===== config.mk =====
export PLATFORM = sky130hd
export DESIGN_NAME = keypad_scan_debounce
export DESIGN_NICKNAME = d
export VERILOG_FILES = /design/src/rtl/keypad_scan_debounce.sv
export SDC_FILE = /design/constraint.sdc
export NUM_CORES = 1
export LEC_CHECK = 0
export CORE_ASPECT_RATIO = 0.75
export CORE_MARGIN = 1.5
export CORE_UTILIZATION = 59
export DETAILED_ROUTE_END_ITERATION = 8
export PLACE_DENSITY = 0.79
export SLEW_MARGIN = 20
export SYNTH_ARGS = -nofsm -noshare
export SYNTH_HDL_FRONTEND = slang
export SYNTH_SLANG_ARGS = --single-unit

===== constraint.sdc =====
create_clock -name clk -period 2.6 [get_ports clk]
set_input_delay 0.52 -clock clk [delete_from_list [all_inputs] [get_ports clk]]
set_output_delay 0.52 -clock clk [all_outputs]
set_load 0.01 [all_outputs]

===== src/rtl/keypad_scan_debounce.sv =====
// 4x4 matrix keypad scanner: walks one active-low column at a time, synchronises and
// debounces the active-low rows, and reports one accepted single-key press at a time.
module keypad_scan_debounce #(
  parameter int unsigned CLK_DIV        = 1000,
  parameter int unsigned DEBOUNCE_TICKS = 4
) (
  input  logic       clk,
  input  logic       reset,
  input  logic [3:0] row,
  output logic [3:0] col,
  output logic       key_valid,
  output logic [3:0] key_code,
  output logic       key_held,
  output logic [1:0] item_selected
);

  localparam logic [15:0] PrescLast  = 16'(CLK_DIV - 1);
  localparam logic [7:0]  StableLast = 8'(DEBOUNCE_TICKS - 1);
  localparam logic [7:0]  RelLast    = 8'(DEBOUNCE_TICKS);

  typedef enum logic [1:0] {StScan, StDebounce, StHeld} state_e;

  state_e      state_q, state_d;
  logic [3:0]  row_meta_q, rs_q;
  logic [15:0] presc_q, presc_d;
  logic        tick;
  logic [1:0]  col_idx_q, col_idx_d;
  logic [1:0]  row_lat_q, row_lat_d;
  logic [7:0]  stable_q, stable_d;
  logic [7:0]  rel_q, rel_d;
  logic        single_key;
  logic [1:0]  row_idx;
  logic        accept, release_done;

  logic       key_valid_q, key_valid_d;
  logic [3:0] key_code_q, key_code_d;
  logic       key_held_q, key_held_d;
  logic [1:0] item_q, item_d;

  // Two-flop synchroniser; idles at all-ones (no key) so reset never looks like a press.
  always_ff @(posedge clk) begin
    if (reset) begin
      row_meta_q <= 4'b1111;
      rs_q       <= 4'b1111;
    end else begin
      row_meta_q <= row;
      rs_q       <= row_meta_q;
    end
  end

  assign tick    = (presc_q == PrescLast);
  assign presc_d = tick ? 16'd0 : presc_q + 16'd1;

  always_ff @(posedge clk) begin
    if (reset) begin
      presc_q <= 16'd0;
    end else begin
      presc_q <= presc_d;
    end
  end

  // A sample is a single key only when exactly one row is pulled low.
  always_comb begin
    single_key = 1'b0;
    row_idx    = 2'd0;
    case (rs_q)
      4'b1110: begin single_key = 1'b1; row_idx = 2'd0; end
      4'b1101: begin single_key = 1'b1; row_idx = 2'd1; end
      4'b1011: begin single_key = 1'b1; row_idx = 2'd2; end
      4'b0111: begin single_key = 1'b1; row_idx = 2'd3; end
      default: begin single_key = 1'b0; row_idx = 2'd0; end
    endcase
  end

  // State register
  always_ff @(posedge clk) begin
    if (reset) begin
      state_q   <= StScan;
      col_idx_q <= 2'd0;
      row_lat_q <= 2'd0;
      stable_q  <= 8'd0;
      rel_q     <= 8'd0;
    end else begin
      state_q   <= state_d;
      col_idx_q <= col_idx_d;
      row_lat_q <= row_lat_d;
      stable_q  <= stable_d;
      rel_q     <= rel_d;
    end
  end

  // Next-state logic; nothing moves except on a scan tick.
  always_comb begin
    state_d      = state_q;
    col_idx_d    = col_idx_q;
    row_lat_d    = row_lat_q;
    stable_d     = stable_q;
    rel_d        = rel_q;
    accept       = 1'b0;
    release_done = 1'b0;
    if (tick) begin
      unique case (state_q)
        StScan: begin
          if (single_key) begin
            row_lat_d = row_idx;
            stable_d  = 8'd0;
            state_d   = StDebounce;
          end else begin
            col_idx_d = col_idx_q + 2'd1;
          end
        end
        StDebounce: begin
          if (rs_q == ~(4'b0001 << row_lat_q)) begin
            stable_d = stable_q + 8'd1;
            if (stable_d == StableLast) begin
              state_d = StHeld;
              rel_d   = 8'd0;
              accept  = 1'b1;
            end
          end else begin
            state_d   = StScan;
            col_idx_d = col_idx_q + 2'd1;
          end
        end
        StHeld: begin
          if (rs_q == 4'b1111) begin
            rel_d = rel_q + 8'd1;
            if (rel_d == RelLast) begin
              state_d      = StScan;
              col_idx_d    = col_idx_q + 2'd1;
              rel_d        = 8'd0;
              release_done = 1'b1;
            end
          end else begin
            rel_d = 8'd0;
          end
        end
        default: state_d = StScan;
      endcase
    end
  end

  // Output logic; the accepted code is simply {row, column} of the latched key.
  always_comb begin
    key_valid_d = accept;
    key_code_d  = key_code_q;
    key_held_d  = key_held_q;
    item_d      = item_q;
    if (accept) begin
      key_code_d = {row_lat_q, col_idx_q};
      key_held_d = 1'b1;
      case ({row_lat_q, col_idx_q})
        4'd0:    item_d = 2'b01;
        4'd1:    item_d = 2'b10;
        4'd2:    item_d = 2'b11;
        default: item_d = 2'b00;
      endcase
    end else if (release_done) begin
      key_held_d = 1'b0;
      item_d     = 2'b00;
    end
  end

  always_ff @(posedge clk) begin
    if (reset) begin
      key_valid_q <= 1'b0;
      key_code_q  <= 4'd0;
      key_held_q  <= 1'b0;
      item_q      <= 2'b00;
    end else begin
      key_valid_q <= key_valid_d;
      key_code_q  <= key_code_d;
      key_held_q  <= key_held_d;
      item_q      <= item_d;
    end
  end

  assign col           = ~(4'b0001 << col_idx_q);
  assign key_valid     = key_valid_q;
  assign key_code      = key_code_q;
  assign key_held      = key_held_q;
  assign item_selected = item_q;

endmodule


* After elaboration in Yosys (flattened, before gate mapping)
Cells that the tools add are included.
** Word-level totals
- Flip-flop bits (word level) :: 54
- Output and inout port bits :: 12
- Logic and storage cells :: 88
** Cells by class
- $add $sub $neg :: 4
- Equality and inequality tests :: 21
- Shifts and indexed selects :: 2
- Multiplexer cells :: 34
- Bitwise logic cells :: 2
- Reduce and logical (&&, ||, !) cells :: 13
** Operator list (number)
- two-way mux 8 bit :: 6
- case mux 8 bit (2 select lines) :: 2
- case mux 2 bit (3 select lines) :: 4
- two-way mux 2 bit :: 11
- adder 16 x 1 -> 16 bit, second input constant :: 1
- adder 8 x 1 -> 8 bit, second input constant :: 2
- == test 16 x 10 -> 1 bit, second input constant :: 1
- == test 4 bit, second input constant :: 4
- inequality test 2 bit, second input constant :: 7
- two-way mux 1 bit :: 11
- == test 8 x 2 -> 1 bit, second input constant :: 1
- == test 8 x 3 -> 1 bit, second input constant :: 1
- inverter 4 bit :: 2
- AND reduction 4 bit :: 2
- << shifter 1 x 2 -> 4 bit, first input constant :: 2
- AND reduction 6 bit :: 1
- nonzero test 2 bit :: 3
- AND reduction 5 bit :: 1
- == test 4 x 1 -> 1 bit, second input constant :: 1
- == test 4 x 2 -> 1 bit, second input constant :: 1
- == test 4 x 3 -> 1 bit, second input constant :: 1
- == test 4 bit :: 1
- zero test 4 bit :: 1
- OR reduction 4 bit :: 1
- 8 further kinds :: 8

* Logic depth before layout (Yosys ltp)
Gate-level depths: netlist of run 1.
- Word-level depth :: 8
- Depth in mapped cells :: 8
- Gate-level depth less buffers :: 8

* Least setup slack after synthesis of run 1
Ideal clock, no wire load.
- Path kind :: flip-flop to flip-flop
- Start point :: register rel_q[0]
- End point :: register col_idx_q[0]
- Library setup time :: 123 ps
- Arrival :: 2039 ps
- Data required time :: 2477 ps
- Setup slack :: 437 ps
- Cell stages (with the launch flop) :: 8
- Clock period less this slack :: 2163 ps
- Path through :: dfxtp_1 ha_1 and3_4 a311o_1 a211o_1 nor3_1 a211o_1 mux2_1
** On the way
- Cells in the longest elaborated chain, start to end :: 4
** RTL lines
- from (decl) :: RTL line 30 : logic [7:0] rel_q, rel_d;
- from (signal assigned) :: RTL line 88 : rel_q <= rel_d;
- adder 8 x 1 -> 8 bit :: RTL line 127 : rel_d = rel_q + 8'd1;
- == test 8 x 3 -> 1 bit :: RTL line 128 : if (rel_d == RelLast) begin
- inequality test 2 bit (no line)
- AND reduction 6 bit (no line)
- to (signal assigned) :: RTL line 85 : col_idx_q <= col_idx_d;
- to (decl) :: RTL line 27 : logic [1:0] col_idx_q, col_idx_d;
Every way passes these cells.
A chain may end at the register's enable or synchronous reset.

* Worst setup path in the final report of run 1
- Start point :: register stable_q[1]
- End point :: register rel_q[4]
** On the way
- Cells in the longest elaborated chain, start to end :: 4
** RTL lines
- from (decl) :: RTL line 29 : logic [7:0] stable_q, stable_d;
- from (signal assigned) :: RTL line 87 : stable_q <= stable_d;
- adder 8 x 1 -> 8 bit :: RTL line 114 : stable_d = stable_q + 8'd1;
- == test 8 x 2 -> 1 bit :: RTL line 115 : if (stable_d == StableLast) begin
- inequality test 2 bit (no line)
- AND reduction 4 bit (no line)
Every way passes these cells.

==> flow_summary.ini, run 1 <==
[finish]
utilization = 0.6936
num-nets-final = 354
final_cell_mix = 54 x dfxtp_1, 27 x nor2_1, 25 x nand2_1, 23 x o21ai_0, 20 x a21oi_1
drive_gt1_frac = 0.1029
layout_commonest_cell = dfxtp_1
num-fill-cells = 376
diodes = 0
area_growth_pct = 10.62

[worst_setup_path]
crit_path_max_incr_delay_ps = 530
path_cells = ha_1 -> nand3_1 -> nor3_1 -> nor4_4 -> a31oi_1 -> o21ai_0 -> a21oi_1
worst-setup-path-type = reg -> reg
worstPathArrival_ps = 2570
crit_path_max_fanout = 8
endpoint_kind = register
critPathSlowestCell = a31oi_1
critical-path-top-delay-family = compound AO/OA/AOI/OAI gates
start_kind = register
crit_buf_inv = 0
required_ps = 2830

[detailed_routing]
drc = 0
via_count = 2342
postRouteAntennaNets = 0
drt-total-wl_mm = 5.556
viasPerCell = 5.899
first_pass_iters = 5
wire_per_inst_um = 13.99
drt_iter0_drc = 180

[sta]
rsz0062_at_grt = false
worstMarginPinSlew_ps = 603.2
fin_tns_setup_ps = 0
setup_viol = 0
finalMaxSlewViolations = 0
hold_viol = 0
max_freq_ghz = 0.4280
max-slew-margin-rel = 0.5960
finClkSkew_ps = 4.885
fin_crit_ps = 2337
period_share = 0.8987

[place]
gp_congestion = 0.8272
dp_hpwl_mm = 3.952
io_buffers = 17

[pwr]
irDropWorstVdd_v = 0.0004185
powerDensity_nw_per_um2 = 464.0
p_leak_uw = 0.001125

[global_route]
grt_pass1_vias = 2034
met3_usage = 0.05111
grtUsageMet2 = 0.3161
use_met1 = 0.3445
antenna_found_initial = 0
grt_use_total = 0.2250
grt_max_degree = 22
top_usage_layer = met1
grt-ovfl-total = 0
grt_pass1_wl_mm = 9.653

[synthesis]
yosys_warnings = 0
syn_nets = 342
synth.avg_cell_area_um2 = 8.716
ys_seq_elements = 54
async_flop_share = 0
ys_types = 57
ys_seq_area_frac = 0.3793
synth.top_cells.by_area = dfxtp_1 38%, o21ai_0 4.0%, ha_1 4.0%
synth_edf_count = 0
synth_ff_type = dfxtp_1
synthesis.area_um2 = 2850
synth_top_cell_area_share = 0.3793
synthCells = 327
synth_area_leader_cell = dfxtp_1

[die]
ioPinCount = 18
die_h_um = 63.20
rows = 21
die_area_um2 = 5261
initial_core_util = 0.6270
die_w_um = 83.26
fp.coreArea_um2 = 4546

[clock_tree]
ctsHtreeMaxLevel = 2
cts_tree = yes
cts_root_buf = clkbuf_8
cts_num_sinks = 54
insertion_delay_ps = 300
post-cts-setup-buffers = 0
cts.clk_slew.worst_paths_ps = 90
hold_buffers = 0
clockBufferDepth = 2
numCtsBuffers = 5
cts_resized = 0

[flow_run]
cap_violations = 0

[hold_path]
min_path_type = reg -> reg

[outcome]
status = completed
## area by class of cell
cell class | count | area, µm² | area share
repair buffers | 21 | 200.2 | 0.06349
inverters | 11 | 41.29 | 0.01310
clock inverters | 3 | 43.79 | 0.01389
flip-flops and latches | 54 | 1081 | 0.3429
multi-input cells | 246 | 1647 | 0.5222
well taps | 57 | 71.32 | 0.02262
clock buffers | 5 | 68.82 | 0.02183
## sequential cells by signal, summed over array words and instances (netlist names)
signal	flops
col_idx_q	2
item_selected	2
key_code	4
key_held	1
key_valid	1
presc_q	16
rel_q	8
row_lat_q	2
row_meta_q	4
rs_q	4
stable_q	8
state_q	2
## report_power, final
group	leakage [µW]	total, µW	internal [µW]	switching, µW
Combinational	0.000629	58.0	26.2	31.8
Clock	0.0000585	560	289	271
Sequential	0.000437	845	836	8.97
## synthesized netlist by cell type (6+ instances only)
cell type / n
xnor2_1: 8
nor3_1: 12
nand4_1: 6
o21ai_0: 23
dfxtp_1: 54
ha_1: 9
or2_2: 9
nor2_1: 27
nand2_1: 25
nor2b_1: 6
xor2_1: 10
mux2i_1: 8
inv_1: 11
nand3_1: 12
clkbuf_1: 8
a21oi_1: 20
## path summary, 6_finish.rpt
kind / start / endpoint / slack (ps) / cells past startpoint
hold / removal: row_meta_q[0] / rs_q[0] / 420 / 1
setup reg to reg: stable_q[1] / rel_q[4] / 260 / 7
hold reg to reg: row_meta_q[0] / rs_q[0] / 420 / 1
setup / recovery: stable_q[1] / rel_q[4] / 260 / 7
## routing by layer
metal / up-vias / share of wire / routed length [µm]
li1: 1205 / - / -
met1: 1072 / 0.55 / 3056
met2: 61 / 0.40 / 2210
met3: 4 / 0.048 / 264
met4: 0 / 0.0043 / 24
met5: - / 0 / 0
## worst register-to-register path: stages (launching register included)
cell	delay (ps)
dfxtp_1	420
ha_1	310
nand3_1	150
nor3_1	380
nor4_4	100
a31oi_1	530
o21ai_0	180
a21oi_1	190
## kinds of logic (layout without fill, tap and decap cells)
group / Yosys count / after routing / share of synthesized area
buffers and inverters: 27 / 40 / 0.04302
DFF: 54 / 54 / 0.3793
adders and majority gates: 9 / 9 / 0.03951
AOI/OAI and AO/OA: 71 / 71 / 0.1681
and+or+nand+nor: 139 / 139 / 0.2827
xor gates and xnor gates: 18 / 18 / 0.05531
muxes: 9 / 9 / 0.03205
## through the flow
step	hold WS (ps)	setup WS (ps)	power [µW]	instances	cell area, µm²
2_1_floorplan	389.5	437.3	903.6	327	2850
3_3_place_gp	391.3	371.3	920.2	389	3040
3_5_place_dp	397.7	323.6	922.3	389	3040
4_1_cts	419.7	308.2	1478	397	3153
5_1_grt	427.5	18.76	1523	397	3153
6_report	416.3	263.5	1463	397	3153
No activity file was read; power rests on OpenSTA's default activity.
==> inputs of run 2 (changes only) <==
--- a/config.mk
+++ b/config.mk
@@ -5,6 +5,7 @@
 export SDC_FILE = /design/constraint.sdc
 export NUM_CORES = 1
 export LEC_CHECK = 0
+export ABC_AREA = 1
 export CORE_ASPECT_RATIO = 0.75
 export CORE_MARGIN = 1.5
 export CORE_UTILIZATION = 59
==> run 2 against run 1 <==
  * Design area is 5.2% higher
  * First-iteration DRC count increased by 4.4%
  * Sequential power about the same
  * Synthesized cell count up 38%
  * Wire length up 6.8%
  * Worst setup slack gained 140 ps
==> flow_summary.ini, run 2 <==
[outcome]
status = completed

[finish]
layout_commonest_cell = nand2_1
regMostFlops = presc_q
utilization = 0.6770
num-nets-final = 483
area_growth_pct = 10.55
drive_gt1_frac = 0.09382
final_cell_mix = 117 x nand2_1, 63 x nor2_1, 56 x inv_1, 54 x dfxtp_1, 39 x nand3_1
largest_reg_flops = 16
diodes = 0
largestRegisters = presc_q: 16 flops, rel_q: 8 flops, stable_q: 8 flops

[sta]
period_share = 0.8447
rsz0062_at_grt = false
worstMarginPinSlew_ps = 630.5
max-slew-margin-rel = 0.5774
finClkSkew_ps = 4.335
max_freq_ghz = 0.4553
hold_viol = 0
setup_viol = 0
fin_crit_ps = 2196
fin_tns_setup_ps = 0
finalMaxSlewViolations = 0

[die]
initial_core_util = 0.6124
die_area_um2 = 5527
fp.coreArea_um2 = 4900
rows = 22
die_w_um = 85.35
die_h_um = 64.76
ioPinCount = 18

[pwr]
p_leak_uw = 0.001408
irDropWorstVdd_v = 0.0002786
powerDensity_nw_per_um2 = 432.9
finalPower_uw = 1436

[hold_path]
hold_depth = 1
min_path_type = reg -> reg
hold_start = row_meta_q[1]
holdPathEnd = rs_q[1]

[clock_tree]
cts_tree = yes
clockBufferDepth = 2
insertion_delay_ps = 300
cts_root_buf = clkbuf_8
cts_num_sinks = 54
post-cts-setup-buffers = 0
numCtsBuffers = 5
hold_buffers = 0
cts.clk_slew.worst_paths_ps = 90
ctsHtreeMaxLevel = 2
cts_resized = 0

[synthesis]
syn_nets = 465
ys_seq_area_frac = 0.3603
ys_types = 37
synth_ff_type = dfxtp_1
synth.avg_cell_area_um2 = 6.668
synthesis.area_um2 = 3000
synth_edf_count = 0
synth.top_cells.by_area = dfxtp_1 36%, nand2_1 15%, nor2_1 7.9%
yosysMostFrequentCell = nand2_1
synth_top_cell_area_share = 0.3603
synth_commonest_cells = 117 x nand2_1, 63 x nor2_1, 56 x inv_1
ys_seq_elements = 54
synth_area_leader_cell = dfxtp_1
async_flop_share = 0
synthCells = 450
yosys_warnings = 0

[global_route]
grt_pass1_wl_mm = 10.52
grt_pass1_vias = 2467
antenna_found_initial = 0
grt-ovfl-total = 0
grt_use_total = 0.2317
grt_max_degree = 17

[worst_setup_path]
r2r_setup_slack_ps = 570
critPathSlowestCell = clkdlybuf4s50_1
cp.depth = 4
crit_path_max_incr_delay_ps = 540
endpoint_kind = primary output
required_ps = 2080
worst-setup-path-type = reg -> out
crit_path_max_fanout = 6
cp_common_cell = inv_1
crit_buf_inv = 3
worstPathArrival_ps = 1680
critical-path-top-delay-family = buffers and inverters
worstReg2RegEnd = item_selected[1]
reg2reg_depth = 11
start_kind = register
r2r_start = stable_q[0]
path_cells = inv_1 -> ha_1 -> inv_1 -> clkdlybuf4s50_1

[detailed_routing]
wire_per_inst_um = 11.22
drc = 0
viasPerCell = 5.210
met2_length_mm = 2.659
top_layer = met4
drt_iter0_drc = 188
met3_length_um = 243
postRouteAntennaNets = 0
first_pass_iters = 4
drt-total-wl_mm = 5.934
via_count = 2756
wl_met1_mm = 2.974

[flow_run]
cap_violations = 0

[place]
io_buffers = 17
gp_congestion = 0.8307
dp_hpwl_mm = 4.387
-- run 2: cell types whose count changed after synthesis, sizes merged, moves of 7 or more --
cell / delta
mux2i: -8
xnor2: -7
nor2: +43
nand3: +31
nor3: -11
a21oi: +16
nand2: +93
o21ai: -13
inv: +49
-- run 2: worst register-to-register path, stage by stage, from the launching register on --
cell,delay (ps)
dfxtp_1,450
ha_1,280
nand3_2,130
o21ai_2,170
nand2_1,80
nor2_2,140
nand3_2,100
inv_2,60
nand3_2,200
nor2_2,230
nand2_1,80
nand2_1,70
-- run 2: area by class of cell --
cell class                 instances  area [µm²]
multi-input combinational        328        1640
fill                             438        1583
sequential                        54        1081
inverter                          60       225.2
timing repair buffer              19       185.2
clock buffer                       8       110.1
tap                               60       75.07
-- run 2: layer usage --
metal	up-vias	track usage
met5	-	0
met4	0	0.05444
met3	7	0.04204
met2	51	0.3938
met1	1237	0.3078
li1	1461	-
-- run 2: kinds of logic (layout without fill, tap and decap cells) --
kind of cell | after synthesis | in the layout | share of synthesized area
buf+inv | 68 | 87 | 0.09299
xor+xnor | 6 | 6 | 0.01751
compound gates | 53 | 53 | 0.1055
fa+ha+maj | 9 | 9 | 0.03753
flops | 54 | 54 | 0.3603
simple gates | 260 | 260 | 0.3862
-- run 2: worst max-delay path by stage --
stage,startpoint,end
after floorplan,stable_q[0],rel_q[0]
after global placement,stable_q[0],item_selected[0]
after detailed placement,stable_q[0],rel_q[3]
after CTS,col_idx_q[0],col[2]
after global routing,col_idx_q[0],col[2]
final,col_idx_q[0],col[2]
-- run 2: power by group --
group | total, µW | switching, µW | internal (µW)
sequential | 842 | 6.09 | 836
combinational | 58.7 | 34.5 | 24.2
clock | 535 | 266 | 269
-- run 2: per-stage QoR --
step | worst slack [ps] | hold slack, ps | std cells | cell area [µm²]
floorplan | 917.9 | 389.5 | 450 | 3000
global placement | 699.5 | 392.1 | 521 | 3207
detailed placement | 615.5 | 396.1 | 521 | 3207
CTS | 404.1 | 418.6 | 529 | 3317
global route | 299.3 | 434.3 | 529 | 3317
finish | 403.8 | 416.6 | 529 | 3317
